--- config.mk ---
export PLATFORM = sky130hd
export DESIGN_NAME = alu_issue_ctrl
export DESIGN_NICKNAME = d
export VERILOG_FILES = /design/src/rtl/alu_issue_ctrl.sv
export SDC_FILE = /design/constraint.sdc
export NUM_CORES = 1
export LEC_CHECK = 0
export CAP_MARGIN = 0
export CORE_ASPECT_RATIO = 0.75
export CORE_MARGIN = 3
export CORE_UTILIZATION = 45
export DETAILED_ROUTE_END_ITERATION = 7
export GPL_TIMING_DRIVEN = 0
export PLACE_DENSITY = 0.73
export REMOVE_ABC_BUFFERS = 1
export SYNTH_ARGS = -nofsm -noshare
export SYNTH_HDL_FRONTEND = slang
export SYNTH_SLANG_ARGS = --single-unit
--- constraint.sdc ---
create_clock -name clk -period 8.7 [get_ports clk]
set_input_delay 1.74 -clock clk [delete_from_list [all_inputs] [get_ports clk]]
set_output_delay 1.74 -clock clk [all_outputs]
set_load 0.05 [all_outputs]
--- src/rtl/alu_issue_ctrl.sv ---
// Execute-stage issue controller: decodes opcode/funct into an ALU control code, registers
// operands for the external ALU, runs DIV/REM on an internal restoring divider, holds the result.
module alu_issue_ctrl #(
  parameter int XLEN  = 32,
  parameter int CNT_W = 5
) (
  input  logic            clk,
  input  logic            reset,
  input  logic            valid_in,
  output logic            ready_in,
  input  logic [6:0]      opcode,
  input  logic [2:0]      funct3,
  input  logic [6:0]      funct7,
  input  logic [XLEN-1:0] rs1_val,
  input  logic [XLEN-1:0] rs2_val,
  input  logic [XLEN-1:0] imm,
  output logic [3:0]      alu_control,
  output logic [XLEN-1:0] src_a,
  output logic [XLEN-1:0] src_b,
  input  logic [XLEN-1:0] alu_out,
  output logic            result_valid,
  input  logic            result_ready,
  output logic [XLEN-1:0] result,
  output logic            zero_out,
  output logic            illegal
);

  localparam logic [3:0] OP_ADD = 4'b0000, OP_AND = 4'b0001, OP_SUB = 4'b0010,
                         OP_SLT = 4'b0011, OP_DIV = 4'b0100, OP_REM = 4'b0101,
                         OP_SLL = 4'b0110, OP_SRL = 4'b0111, OP_SRA = 4'b1000,
                         OP_SGE = 4'b1001;
  localparam logic [CNT_W-1:0] LAST_ITER = CNT_W'(XLEN - 1);

  typedef enum logic [1:0] {IDLE, EXEC, DIV, DONE} state_t;

  state_t           state;
  logic [CNT_W-1:0] cnt;
  logic [XLEN-1:0]  rem_q, quo_q;

  logic [3:0]       dec_ctrl;
  logic             dec_imm, dec_bad, dec_div;
  logic [XLEN:0]    shifted, diff;
  logic             q_bit;
  logic [XLEN-1:0]  rem_next, quo_next, div_res;

  assign ready_in = (state == IDLE) && !reset;

  always_comb begin
    dec_ctrl = OP_ADD;
    dec_imm  = 1'b0;
    dec_bad  = 1'b0;
    case (opcode)
      7'b0110011: begin
        if (funct7 == 7'b0000001) begin
          case (funct3)
            3'b100, 3'b101: dec_ctrl = OP_DIV;
            3'b110, 3'b111: dec_ctrl = OP_REM;
            default:        dec_bad  = 1'b1;
          endcase
        end else if (funct7 == 7'b0000000 || funct7 == 7'b0100000) begin
          case (funct3)
            3'b000:         dec_ctrl = funct7[5] ? OP_SUB : OP_ADD;
            3'b111:         dec_ctrl = OP_AND;
            3'b001:         dec_ctrl = OP_SLL;
            3'b101:         dec_ctrl = funct7[5] ? OP_SRA : OP_SRL;
            3'b010, 3'b011: dec_ctrl = OP_SLT;
            default:        dec_bad  = 1'b1;
          endcase
        end else begin
          dec_bad = 1'b1;
        end
      end
      7'b0010011: begin
        dec_imm = 1'b1;
        case (funct3)
          3'b000:         dec_ctrl = OP_ADD;
          3'b111:         dec_ctrl = OP_AND;
          3'b001:         dec_ctrl = OP_SLL;
          3'b101:         dec_ctrl = imm[10] ? OP_SRA : OP_SRL;
          3'b010, 3'b011: dec_ctrl = OP_SLT;
          default:        dec_bad  = 1'b1;
        endcase
      end
      7'b0000011, 7'b0100011: dec_imm = 1'b1;
      7'b1100011: begin
        case (funct3)
          3'b000, 3'b001: dec_ctrl = OP_SUB;
          3'b100, 3'b110: dec_ctrl = OP_SLT;
          3'b101, 3'b111: dec_ctrl = OP_SGE;
          default:        dec_bad  = 1'b1;
        endcase
      end
      default: dec_bad = 1'b1;
    endcase
    dec_div = !dec_bad && (dec_ctrl == OP_DIV || dec_ctrl == OP_REM);
  end

  // One restoring step: a clear borrow bit means the shifted remainder covers the divisor.
  always_comb begin
    shifted  = {rem_q, quo_q[XLEN-1]};
    diff     = shifted - {1'b0, src_b};
    q_bit    = !diff[XLEN];
    rem_next = q_bit ? diff[XLEN-1:0] : shifted[XLEN-1:0];
    quo_next = {quo_q[XLEN-2:0], q_bit};
    if (src_b == '0) div_res = (alu_control == OP_DIV) ? '1 : src_a;
    else             div_res = (alu_control == OP_DIV) ? quo_next : rem_next;
  end

  always_ff @(posedge clk or posedge reset) begin
    if (reset) begin
      state        <= IDLE;
      alu_control  <= OP_ADD;
      src_a        <= '0;
      src_b        <= '0;
      result       <= '0;
      result_valid <= 1'b0;
      zero_out     <= 1'b0;
      illegal      <= 1'b0;
      cnt          <= '0;
      rem_q        <= '0;
      quo_q        <= '0;
    end else begin
      case (state)
        IDLE: if (valid_in) begin
          alu_control <= dec_ctrl;
          src_a       <= rs1_val;
          src_b       <= dec_imm ? imm : rs2_val;
          illegal     <= dec_bad;
          cnt         <= '0;
          rem_q       <= '0;
          quo_q       <= rs1_val;
          if (dec_bad) begin
            result       <= '0;
            zero_out     <= 1'b1;
            result_valid <= 1'b1;
            state        <= DONE;
          end else if (dec_div) begin
            state <= DIV;
          end else begin
            state <= EXEC;
          end
        end
        EXEC: begin
          result       <= alu_out;
          zero_out     <= (alu_out == '0);
          result_valid <= 1'b1;
          state        <= DONE;
        end
        // A zero divisor short-circuits on the first cycle instead of iterating.
        DIV: begin
          rem_q <= rem_next;
          quo_q <= quo_next;
          cnt   <= cnt + 1'b1;
          if (src_b == '0 || cnt == LAST_ITER) begin
            result       <= div_res;
            zero_out     <= (div_res == '0);
            result_valid <= 1'b1;
            state        <= DONE;
          end
        end
        DONE: if (result_ready) begin
          result_valid <= 1'b0;
          state        <= IDLE;
        end
        default: state <= IDLE;
      endcase
    end
  end

endmodule

==> summary.txt <==
STA
  • RSZ-0062 raised after global routing: no
  • Final min period: between 5 and 6 ns
  • Period utilization: 0.658
  • Slew HR: 0.0383
  • Setup ws final: slightly below 3 ns
  • Fin. max-slew vios: 0
  • Hold Violations, Final: 0
  • Slew of the pin with the lowest slew margin: 1.44 ns
  • Clock skew: between 0.01 and 0.015 ns
  • FMAX: between 150 and 200 MHz
  • Final setup viols: 0

Pwr
  • Pwr dens: 364 nW/um^2
  • Leakage power: around 6 nW
  • Sw frac: 0.506
  • Int Power: 2.54 mW
  • Total power: 5.16 mW
  • Net load switching power: 2.61 mW
  • Clock power share: 0.145
  • Comb power frac: 0.580
  • Sequential power share: 0.275
  • Max VDD drop: 0.328 mV

Setup path
  • Crit-path max cell delay: roughly 1.2 ns
  • Family with the most delay on the worst path: simple AND/OR/NAND/NOR gates
  • Worst path cell trace: nor4_1 -> nand4_1 -> nor2_1 -> nand2_1 -> o21ai_0 -> a31oi_1 -> or4_1 -> nor3_1 -> nand4bb_1 -> o41ai_2
  • CP max FO: 28
  • CP Launch Type: register
  • Worst EP required: 9.04 ns
  • Critical-path top delay cell: nor2_1
  • Worst setup path start: src_b[27]
  • Critical Path AT: 6.06 ns
  • Worst r2r src: src_b[27]
  • CP bufs+invs: 0
  • Reg2reg end: zero_out
  • R2r worst-path depth: 10
  • Critical setup path kind: reg -> reg
  • R2R setup slack: 2.97 ns
  • CP Capture Type: register

Routing
  • Initial DRC count: 1019
  • First drt pass iteration count: 5
  • Met1 WL: roughly 16000 um
  • Routed wl met2: ~16000 um
  • # DRC: 0
  • Routed Antenna Nets: 0
  • Via count: 10300
  • Wire per inst: 19.8 um
  • DR vias/cell: 5.90
  • Met3 WL: 2440 um
  • Top Layer Used: met4
  • Routed wire length: ~34000 um

Final layout
  • Area Growth Syn to Fin: 31.9%
  • Diodes inserted: 0
  • Nets@finish: roughly 1600
  • Commonest non-fill, non-tap cell in the layout: clkdlybuf4s50_1
  • Final Instance Area: 14200 sq um
  • Share of layout cells above drive strength 1: 0.0719
  • FILL cells: about 2000
  • Most frequent cells in the layout: clkdlybuf4s50_1, dfrtp_1, nand2_1

Floorplanning
  • IO Pins: 253
  • Die area: 25800 sq um
  • Row cnt: 48
  • Die width: 184 um
  • Initial Util: 0.462
  • Die Ht: 140 um
  • Core Box Area: 23200 sq um

Clock network
  • CTS Buffer Depth: 2
  • Root buffer cell: clkbuf_16
  • CTS Buf Count: 17
  • H-tree levels: 4
  • Reg clk slew, reported paths: 0.08 ns
  • Setup Buffers After CTS: 0
  • CTS resizes: 0
  • Clock Latency Late Sink: 0.44 ns
  • Clock tree sinks: roughly 170
  • Hold-fix buffers, CTS: 0
  • CTS tree: yes

Place
  • Routability Congestion: about 0.9
  • IO buf count: 252
  • Pre-CTS setup slack: about 3.2 ns
  • HPWL after DPL: 26100 um
  • DP Area: 13600 sq um

Logic synthesis
  • Synth cell types: just under 80
  • Post-synthesis adder-cell area fraction: 0.0485
  • Synth Area in Simple Gates: 0.160
  • Synthesis Warnings: 0
  • Main synth FF type: dfrtp_1
  • Avg Cell Area, Syn: 8.78 sq um
  • Synthesized instance count: around 1200
  • Post-synthesis share of cell area spent on xor and xnor gates: 0.0245
  • Largest family of logic cells by synthesized area: compound AO/OA/AOI/OAI gates
  • Ys async rst share: 1.00
  • Seq/Total Area, Yosys: 0.405
  • Synth Area in Compound Gates: 0.223
  • Post-synth EDFFs: 0
  • Mapped Area: 10700 sq um
  • Seq cells post-synth: 174
  • Multiplexer area fraction after synthesis: 0.0916

Run
  • Number of max-cap violations: 0

Hold path
  • Worst hold stages: 2
  • Worst Hold End: result[10]
  • Hold_sp: result[10]
  • HP Class: reg -> reg

GRT
  • Largest net degree at the start of global routing: 122
  • GRT Resource Usage Total: 0.265
  • Initial antenna violation count: 0
  • First-pass GRT wire length: 54500 um
  • Grt total ovfl: 0
  • Vias in the first global route: between 9000 and 10000

Outcome
  • Status: finished, final reports clean
[cells by family after synthesis]
family	count (synthesis)
AND/OR/NAND/NOR	377
AO/OA/AOI/OAI	392
XOR/XNOR	30
adder cells (fa/ha/maj)	41
buffers and inverters	115
multiplexers	94
flip-flops	174
[tightest hold or removal path, stage by stage, from the launching register on]
cell and delay (ns):
dfrtp_1 0.34, nand2_1 0.05, o21ai_0 0.06
[power by group through the flow]
stage	clock (mW)	combinational, mW	sequential (mW)
2_1_floorplan	0	1.22	2.10
3_3_place_gp	0	2.86	1.42
3_5_place_dp	0	2.96	1.42
4_1_cts	0.758	2.97	1.41
5_1_grt	0.792	3.20	1.47
6_report	0.750	2.99	1.42
[cell usage after synthesis, types with 3 or more instances]
library cell / count / share of area
a211oi_1: 4 / 0.0028
a21o_1: 7 / 0.0049
a21oi_1: 85 / 0.040
a21oi_2: 3 / 0.0024
a21oi_4: 3 / 0.0045
a22o_1: 9 / 0.0073
a22oi_1: 22 / 0.015
a311oi_1: 3 / 0.0024
a31oi_1: 9 / 0.0052
a32oi_1: 3 / 0.0024
and2_1: 3 / 0.0017
and3_1: 5 / 0.0029
buf_1: 3 / 0.0010
buf_6: 4 / 0.0042
clkbuf_1: 58 / 0.020
dfrtp_1: 174 / 0.41
ha_1: 40 / 0.047
inv_1: 45 / 0.016
mux2_2: 34 / 0.036
mux2i_1: 60 / 0.056
nand2_1: 159 / 0.056
nand2b_1: 14 / 0.0082
nand3_1: 13 / 0.0061
nand4_1: 9 / 0.0052
nor2_1: 103 / 0.036
nor2b_1: 5 / 0.0029
nor3_1: 10 / 0.0047
nor4_1: 20 / 0.012
nor4b_1: 3 / 0.0024
o2111ai_1: 3 / 0.0024
o211ai_1: 4 / 0.0028
o21a_1: 7 / 0.0049
o21ai_0: 141 / 0.066
o21ai_1: 8 / 0.0037
o22a_1: 4 / 0.0033
o22ai_1: 46 / 0.027
o31ai_1: 4 / 0.0028
or2_2: 3 / 0.0017
or3_1: 12 / 0.0070
or4_1: 6 / 0.0042
xnor2_1: 16 / 0.013
xor2_1: 14 / 0.011
[layer usage]
layer | track usage | vias to the layer above
li1 | - | 4850
met1 | 0.390 | 4991
met2 | 0.407 | 403
met3 | 0.0491 | 52
met4 | 0.0573 | 0
met5 | 0 | -
[through the flow]
step | util | hold WS [ns] | setup TNS [ns] | std cells
final | 0.609 | 0.485 | 0 | 1746
after global routing | 0.609 | 0.518 | 0 | 1746
after CTS | 0.609 | 0.489 | 0 | 1746
after detailed placement | 0.585 | 0.473 | 0 | 1715
after global placement | 0.572 | 0.463 | -67.47 | 1705
after floorplan | - | 0.473 | 0 | 1153
[state kept, by name (all words and copies together), names as in the netlist]
signal,flops
zero_out,1
quo_q,32
alu_control,4
state,2
cnt,5
result_valid,1
result,32
rem_q,32
src_a,32
src_b,32
illegal,1
[final cells by class]
cell class	count	area (sq um)	share of cell area
multi-input combinational	934	5950	0.420
timing repair buffer	262	2750	0.194
inverter	45	176	0.0125
clock inverter	13	125	0.00883
clock buffer	18	439	0.0310
tap	300	375	0.0265
sequential	174	4350	0.307
[worst max-delay path by stage]
stage / end / cells after the start / slack, ns
after floorplan: alu_control[0] / 1 / 2.24
after global placement: src_b[20] / 2 / -0.41
after detailed placement: zero_out / 10 / 3.16
after CTS: zero_out / 10 / 3.05
after global routing: zero_out / 10 / 2.77
final: zero_out / 10 / 2.97
(Power assumes the default switching activity.)
